`config.mk`:
```
export PLATFORM = sky130hd
export DESIGN_NAME = fetch_stage
export DESIGN_NICKNAME = d
export VERILOG_FILES = /design/src/rtl/riscv_pkg.sv /design/src/rtl/fetch_fifo.sv /design/src/rtl/fetch_stage.sv
export SDC_FILE = /design/constraint.sdc
export NUM_CORES = 1
export LEC_CHECK = 0
export ABC_AREA = 1
export CAP_MARGIN = 10
export CORE_MARGIN = 5
export CORE_UTILIZATION = 48
export CTS_CLUSTER_DIAMETER = 120
export CTS_CLUSTER_SIZE = 24
export DETAILED_ROUTE_END_ITERATION = 16
export GPL_ROUTABILITY_DRIVEN = 0
export PLACE_DENSITY = 0.74
export SLEW_MARGIN = 20
export SYNTH_ARGS = -nofsm -noshare
export SYNTH_HDL_FRONTEND = slang
export SYNTH_SLANG_ARGS = --single-unit
```
`constraint.sdc`:
```
create_clock -name clk_i -period 4.5 [get_ports clk_i]
set_clock_uncertainty 0.15 [all_clocks]
set_input_delay 0.9 -clock clk_i [delete_from_list [all_inputs] [get_ports clk_i]]
set_output_delay 0.9 -clock clk_i [all_outputs]
set_load 0.02 [all_outputs]
```
`src/rtl/riscv_pkg.sv`:
```
`default_nettype none
// ----------------------------------------------------------------------------
// Module  : riscv_pkg
// Purpose : Shared RV32I types and constants (fetch entry, reset PC).
// Revision: 1.0
// ----------------------------------------------------------------------------
package riscv_pkg;

  localparam int XLEN = 32;

  localparam logic [XLEN-1:0] RESET_PC_DEFAULT = 32'h0000_0000;

  typedef struct packed {
    logic [XLEN-1:0] pc;
    logic [XLEN-1:0] instr;
  } fetch_entry_t;

endpackage
`default_nettype wire

```
`src/rtl/fetch_fifo.sv`:
```
`default_nettype none
// ----------------------------------------------------------------------------
// Module  : fetch_fifo
// Purpose : Synchronous FIFO of fetch entries; flush wins over push.
// Revision: 1.0
// ----------------------------------------------------------------------------
module fetch_fifo
  import riscv_pkg::*;
#(
  parameter int DEPTH = 2,
  localparam int CNT_W = $clog2(DEPTH + 1)
) (
  input  logic             clk_i,
  input  logic             rst_ni,
  input  logic             push,
  input  logic             pop,
  input  logic             flush,
  input  fetch_entry_t     wdata,
  output fetch_entry_t     rdata,
  output logic             full,
  output logic             empty,
  output logic [CNT_W-1:0] count
);

  localparam int PTR_W = (DEPTH > 1) ? $clog2(DEPTH) : 1;

  fetch_entry_t     r_mem [DEPTH];
  logic [PTR_W-1:0] r_wr_ptr;
  logic [PTR_W-1:0] r_rd_ptr;
  logic [CNT_W-1:0] r_count;
  logic             w_do_push;
  logic             w_do_pop;

  function automatic logic [PTR_W-1:0] ptr_inc(input logic [PTR_W-1:0] p);
    if (p == PTR_W'(DEPTH - 1)) return '0;
    return p + 1'b1;
  endfunction

  assign empty     = (r_count == '0);
  assign full      = (r_count == CNT_W'(DEPTH));
  assign count     = r_count;
  assign rdata     = r_mem[r_rd_ptr];
  assign w_do_pop  = pop & ~empty;
  assign w_do_push = push & (~full | w_do_pop);

  always_ff @(posedge clk_i or negedge rst_ni) begin
    if (!rst_ni) begin
      r_wr_ptr <= '0;
      r_rd_ptr <= '0;
      r_count  <= '0;
    end else if (flush) begin
      r_wr_ptr <= '0;
      r_rd_ptr <= '0;
      r_count  <= '0;
    end else begin
      if (w_do_push) r_wr_ptr <= ptr_inc(r_wr_ptr);
      if (w_do_pop)  r_rd_ptr <= ptr_inc(r_rd_ptr);
      case ({w_do_push, w_do_pop})
        2'b10:   r_count <= r_count + 1'b1;
        2'b01:   r_count <= r_count - 1'b1;
        default: r_count <= r_count;
      endcase
    end
  end

  // Storage needs no reset: entries are only visible once counted in.
  always_ff @(posedge clk_i) begin
    if (w_do_push && !flush) r_mem[r_wr_ptr] <= wdata;
  end

  a_no_overflow: assert property (@(posedge clk_i) disable iff (!rst_ni)
                                  !(push && full && !pop && !flush))
    else $error("fetch_fifo overflow");

endmodule
`default_nettype wire

```
`src/rtl/fetch_stage.sv`:
```
`default_nettype none
// ----------------------------------------------------------------------------
// Module  : fetch_stage
// Purpose : RV32I fetch: PC, credit-limited imem requests, response buffering.
// Revision: 1.0
// ----------------------------------------------------------------------------
module fetch_stage
  import riscv_pkg::*;
#(
  parameter logic [XLEN-1:0] RESET_PC   = RESET_PC_DEFAULT,
  parameter int              FIFO_DEPTH = 2
) (
  input  logic            clk_i,
  input  logic            rst_ni,
  output logic            imem_req_valid_o,
  input  logic            imem_req_ready_i,
  output logic [XLEN-1:0] imem_req_addr_o,
  input  logic            imem_rsp_valid_i,
  input  logic [XLEN-1:0] imem_rsp_data_i,
  input  logic            redirect_i,
  input  logic [XLEN-1:0] redirect_pc_i,
  input  logic            stall_i,
  output logic            valid_o,
  output logic [XLEN-1:0] instr_o,
  output logic [XLEN-1:0] pc_o
);

  localparam int CNT_W = $clog2(FIFO_DEPTH + 1);

  logic [XLEN-1:0]  r_req_pc;
  logic [XLEN-1:0]  r_rsp_pc;
  logic [CNT_W-1:0] r_outstanding;
  logic [CNT_W-1:0] r_drop_cnt;
  logic [CNT_W-1:0] w_count;
  logic [CNT_W:0]   w_occupancy;
  logic [XLEN-1:0]  w_redirect_pc;
  logic             w_full;
  logic             w_empty;
  logic             w_pop;
  logic             w_push;
  logic             w_hs;
  logic             w_drop;
  fetch_entry_t     w_head;
  fetch_entry_t     w_push_entry;

  assign w_redirect_pc = {redirect_pc_i[XLEN-1:2], 2'b00};
  assign valid_o       = ~w_empty;
  assign w_pop         = valid_o & ~stall_i & ~redirect_i;

  // Credit: buffered + in-flight (after this cycle's pop) must stay below depth.
  assign w_occupancy      = {1'b0, w_count} + {1'b0, r_outstanding} - {{CNT_W{1'b0}}, w_pop};
  assign imem_req_valid_o = rst_ni & ~redirect_i & (w_occupancy < (CNT_W + 1)'(FIFO_DEPTH));
  assign imem_req_addr_o  = r_req_pc;
  assign w_hs             = imem_req_valid_o & imem_req_ready_i;

  assign w_drop       = imem_rsp_valid_i & (r_drop_cnt != '0);
  assign w_push       = imem_rsp_valid_i & ~w_drop & ~redirect_i;
  assign w_push_entry = '{pc: r_rsp_pc, instr: imem_rsp_data_i};

  assign instr_o = valid_o ? w_head.instr : '0;
  assign pc_o    = valid_o ? w_head.pc    : r_rsp_pc;

  always_ff @(posedge clk_i or negedge rst_ni) begin
    if (!rst_ni) begin
      r_req_pc      <= RESET_PC;
      r_rsp_pc      <= RESET_PC;
      r_outstanding <= '0;
      r_drop_cnt    <= '0;
    end else if (redirect_i) begin
      // Everything still in flight after this cycle belongs to the old path.
      r_req_pc      <= w_redirect_pc;
      r_rsp_pc      <= w_redirect_pc;
      r_outstanding <= r_outstanding - CNT_W'(imem_rsp_valid_i);
      r_drop_cnt    <= r_outstanding - CNT_W'(imem_rsp_valid_i);
    end else begin
      if (w_hs)   r_req_pc   <= r_req_pc + XLEN'(4);
      if (w_push) r_rsp_pc   <= r_rsp_pc + XLEN'(4);
      if (w_drop) r_drop_cnt <= r_drop_cnt - 1'b1;
      r_outstanding <= r_outstanding + CNT_W'(w_hs) - CNT_W'(imem_rsp_valid_i);
    end
  end

  fetch_fifo #(
    .DEPTH (FIFO_DEPTH)
  ) u_fifo (
    .clk_i  (clk_i),
    .rst_ni (rst_ni),
    .push   (w_push),
    .pop    (w_pop),
    .flush  (redirect_i),
    .wdata  (w_push_entry),
    .rdata  (w_head),
    .full   (w_full),
    .empty  (w_empty),
    .count  (w_count)
  );

  a_credit: assert property (@(posedge clk_i) disable iff (!rst_ni)
                             !(w_push && w_full && !w_pop))
    else $error("fetch_stage response exceeded credit");

endmodule
`default_nettype wire

```
==> impl_metrics.py, run 1 <==
metrics = {
    "worst_hold_path": {
        "hp-start": "r_rsp_pc[31]$_DFFE_PN0N_",
        "holdPathEnd": "u_fifo.r_mem[1][63]$_DFFE_PP_",
        "min_path_cells": 0,
        "hp-class": "reg -> reg",
    },
    "critical_path": {
        "ff2ff_path_depth": 17,
        "r2r_end": "r_outstanding[1]$_DFF_PN0_",
        "cp.arrival_ps": 3220,
        "crit_type": "in -> out",
        "cp-end-kind": "output port",
        "path_max_fanout": 2,
        "r2r_slack_ps": 1170,
        "crit_path_start_kind": "input pin",
        "cp_data_required_time_ps": 3450,
        "reg2reg_from": "u_fifo.count[1]$_DFFE_PN0P_",
    },
    "floorplanning": {
        "core.rowCount": 51,
        "ios": 168,
        "start_util_pct": 48.9,
        "die_x_um": 151,
        "core_area_mm2": 0.0195,
        "die_area_mm2": 0.0228,
        "dieHeight_um": 151,
    },
    "routing": {
        "drc": 0,
        "drt_iter0_markers": 645,
        "drt_first_pass_iters": 5,
        "wl_met2_um": 11700,
        "ant_nets": 0,
        "via_per_inst": 5.29,
        "wl_met1_um": 10800,
        "via_count": 8014,
        "top_layer": "met4",
        "route.met3.wl_um": 2350,
        "wl_per_cell_um": 16.6,
        "wirelength_um": 25200,
    },
    "global_routing": {
        "grt_first_pass_wirelength_um": 39800,
        "grt_use_total_pct": 22.4,
        "overflow": 0,
        "antenna_found_initial": 0,
        "first_global_vias": 7684,
        "grt_max_degree": 77,
    },
    "clock_network": {
        "cts_sinks": 192,
        "cts_max_level": 4,
        "cts_root_buf": "clkbuf_16",
        "cts_tree": "yes",
        "clockBufferDepth": 2,
        "numCtsBuffers": 17,
        "cts_hold_buf": 0,
        "cts.clk_slew.worst_paths_ps": 60,
        "insertion_delay_ps": 440,
    },
    "synthesis": {
        "synth_warnings": 0,
        "synth-compound-area-share_pct": 9.43,
        "synth-simple-area-share_pct": 24.8,
        "seq_area_frac_synth_pct": 56.8,
        "postSynthRegisterBits": 192,
        "muxShareOfSynthArea_pct": 0,
        "syn_area_mm2": 0.00955,
        "synth_xor_area_share_pct": 2.37,
        "syn_avg_cell_area_um2": 8.88,
        "synth.distinct_cells": 38,
        "synth_fa_ha_area_share_pct": 1.26,
        "syn_inst": 1076,
        "synth_top_family_by_area": "simple AND/OR/NAND/NOR gates",
    },
    "layout": {
        "layout.nets": 1316,
        "drive_above_1_share_pct": 6.80,
        "antennaDiodeCount": 0,
        "final_cells": 1515,
        "syn2layout_area_growth_pct": 26.3,
        "fin_area_mm2": 0.0121,
    },
    "sta": {
        "fin_crit_sh_pct": 95.0,
        "post-route-min-period_ps": 4270,
        "setup-violations-final": 0,
        "hold_violations": 0,
        "drv_slew": 0,
        "slew_headroom_pct": 44.9,
        "rsz0062_at_grt": "no",
        "worst_pin_slew_ps": 826,
        "timing.fmax_mhz": 234,
    },
    "placement": {
        "place_area_mm2": 0.0115,
        "dp_cells": 1483,
        "hpwl_um": 17600,
        "io_buffers": 161,
    },
    "status": {
        "status": "complete, no violations",
    },
    "run": {
        "cap_violations": 0,
    },
    "pwr": {
        "vdd_drop_max_uv": 382,
        "leakagePower_uw": 0.00485,
        "powerDensity_mw_per_mm2": 575,
    },
}
-- logic make-up after synthesis --
logic type | Yosys count
flip-flops | 192
XOR/XNOR | 25
AO/OA/AOI/OAI | 161
buffers and inverters | 120
other | 1
AND/OR/NAND/NOR | 568
adder cells (fa/ha/maj) | 9
-- how the worst max path moves through the flow --
stage,start,end,slack [ps],depth (start not counted)
2_1_floorplan,imem_rsp_valid_i,u_fifo.r_mem[0][0]$_DFFE_PP_,70,4
3_3_place_gp,redirect_i,imem_req_valid_o,-40,12
3_5_place_dp,redirect_i,imem_req_valid_o,-60,12
4_1_cts,redirect_i,imem_req_valid_o,210,12
5_1_grt,redirect_i,imem_req_valid_o,90,12
6_report,redirect_i,imem_req_valid_o,230,12
-- worst max-delay path, cell delays in order --
cell and delay, ps:
clkdlybuf4s50_1 490, inv_2 40, nand3_1 90, inv_1 50, ha_1 250, or2_2 300
fa_1 480, nand2_1 50, nor2_1 130, nand2_1 70, inv_1 40, dlygate4sd2_1 320
-- sequential cells by signal, indices dropped and copies added (netlist names) --
name,flops
u_fifo.r_mem,124
imem_req_addr_o,30
r_rsp_pc,30
r_drop_cnt,2
r_outstanding,2
u_fifo.count,2
u_fifo.r_rd_ptr,1
u_fifo.r_wr_ptr,1
-- layer usage --
layer	track usage, %	vias to the layer above
met3	4.88	35
li1	-	3896
met4	5.76	0
met2	35.9	341
met1	31.1	3742
met5	0	-
-- through the flow --
step                      utilization (%)  setup slack (ps)  TNS (ps)  hold WS [ps]  power, uW
after floorplan                         -              74.5         0           334       4100
after global placement               58.8             -43.4     -43.4           355       5410
after detailed placement             58.8             -55.4     -55.4           362       5470
final                                61.8               227         0           380       6940
after CTS                            61.8               209         0           376       6960
after global routing                 61.8              93.7         0           408       7330
-- synth_stat cells, drive strengths merged --
library cell  count  area share [%]
a21oi            90             4.8
a22oi            14             1.1
a31oi             3            0.20
buf              30             1.7
clkbuf           12            0.47
conb              1           0.039
dfrtp            68              18
edfxtp          124              39
fa                1            0.21
ha                8             1.0
inv              78             3.1
nand2           361              15
nand3            75             4.2
nand3b            5            0.39
nand4             7            0.46
nor2            113             4.9
nor3              4            0.21
o211ai           10            0.79
o21ai            35             1.8
o21bai            5            0.39
o221ai            2            0.18
o311ai            2            0.18
or2               3            0.20
xnor2             3            0.28
xor2             22             2.1
-- cells in the final DEF (no fill, tap or decap), drive strengths merged, types with 2 or more instances in the layout --
master,instances
a21oi,90
a22oi,14
a31oi,3
buf,21
bufinv,2
clkbuf,18
clkdlybuf4s50,159
clkinv,5
clkinvlp,3
conb,4
dfrtp,68
edfxtp,124
ha,8
inv,82
nand2,361
nand3,75
nand3b,5
nand4,7
nor2,113
nor3,4
o211ai,10
o21ai,35
o21bai,5
o221ai,2
o311ai,2
or2,3
xnor2,3
xor2,22
-- cell type report --
type	count	area, um2
Fill cell	1646	7470
Sequential cell	192	5430
Multi-Input combinational cell	767	3650
Timing Repair Buffer	181	1770
Tap cell	265	332
Inverter	78	293
Clock inverter	14	156
Clock buffer	18	429
-- report_power, final --
| part | total, uW | internal [uW] | leakage, uW | switching, uW |
|---|---|---|---|---|
| logic | 3020 | 1230 | 0.00263 | 1790 |
| clock network | 1500 | 827 | 0.000279 | 673 |
| registers | 2410 | 2140 | 0.00194 | 269 |
-- repair_timing --
action | 4_1_cts | 5_1_grt
buffers inserted | 0 | 0
setup endpoints to repair | 1 | 0
endpoints found under the hold margin | 0 | 0
gates resized for setup | 1 | 0
Note: power is estimated with default switching activity, not from simulation.
==> run 2, diff against run 1 <==
SLEW_MARGIN = not set   (was 20)
==> results of run 2 <==
No change in the layout: final DEF, timing and power equal those of run 1.
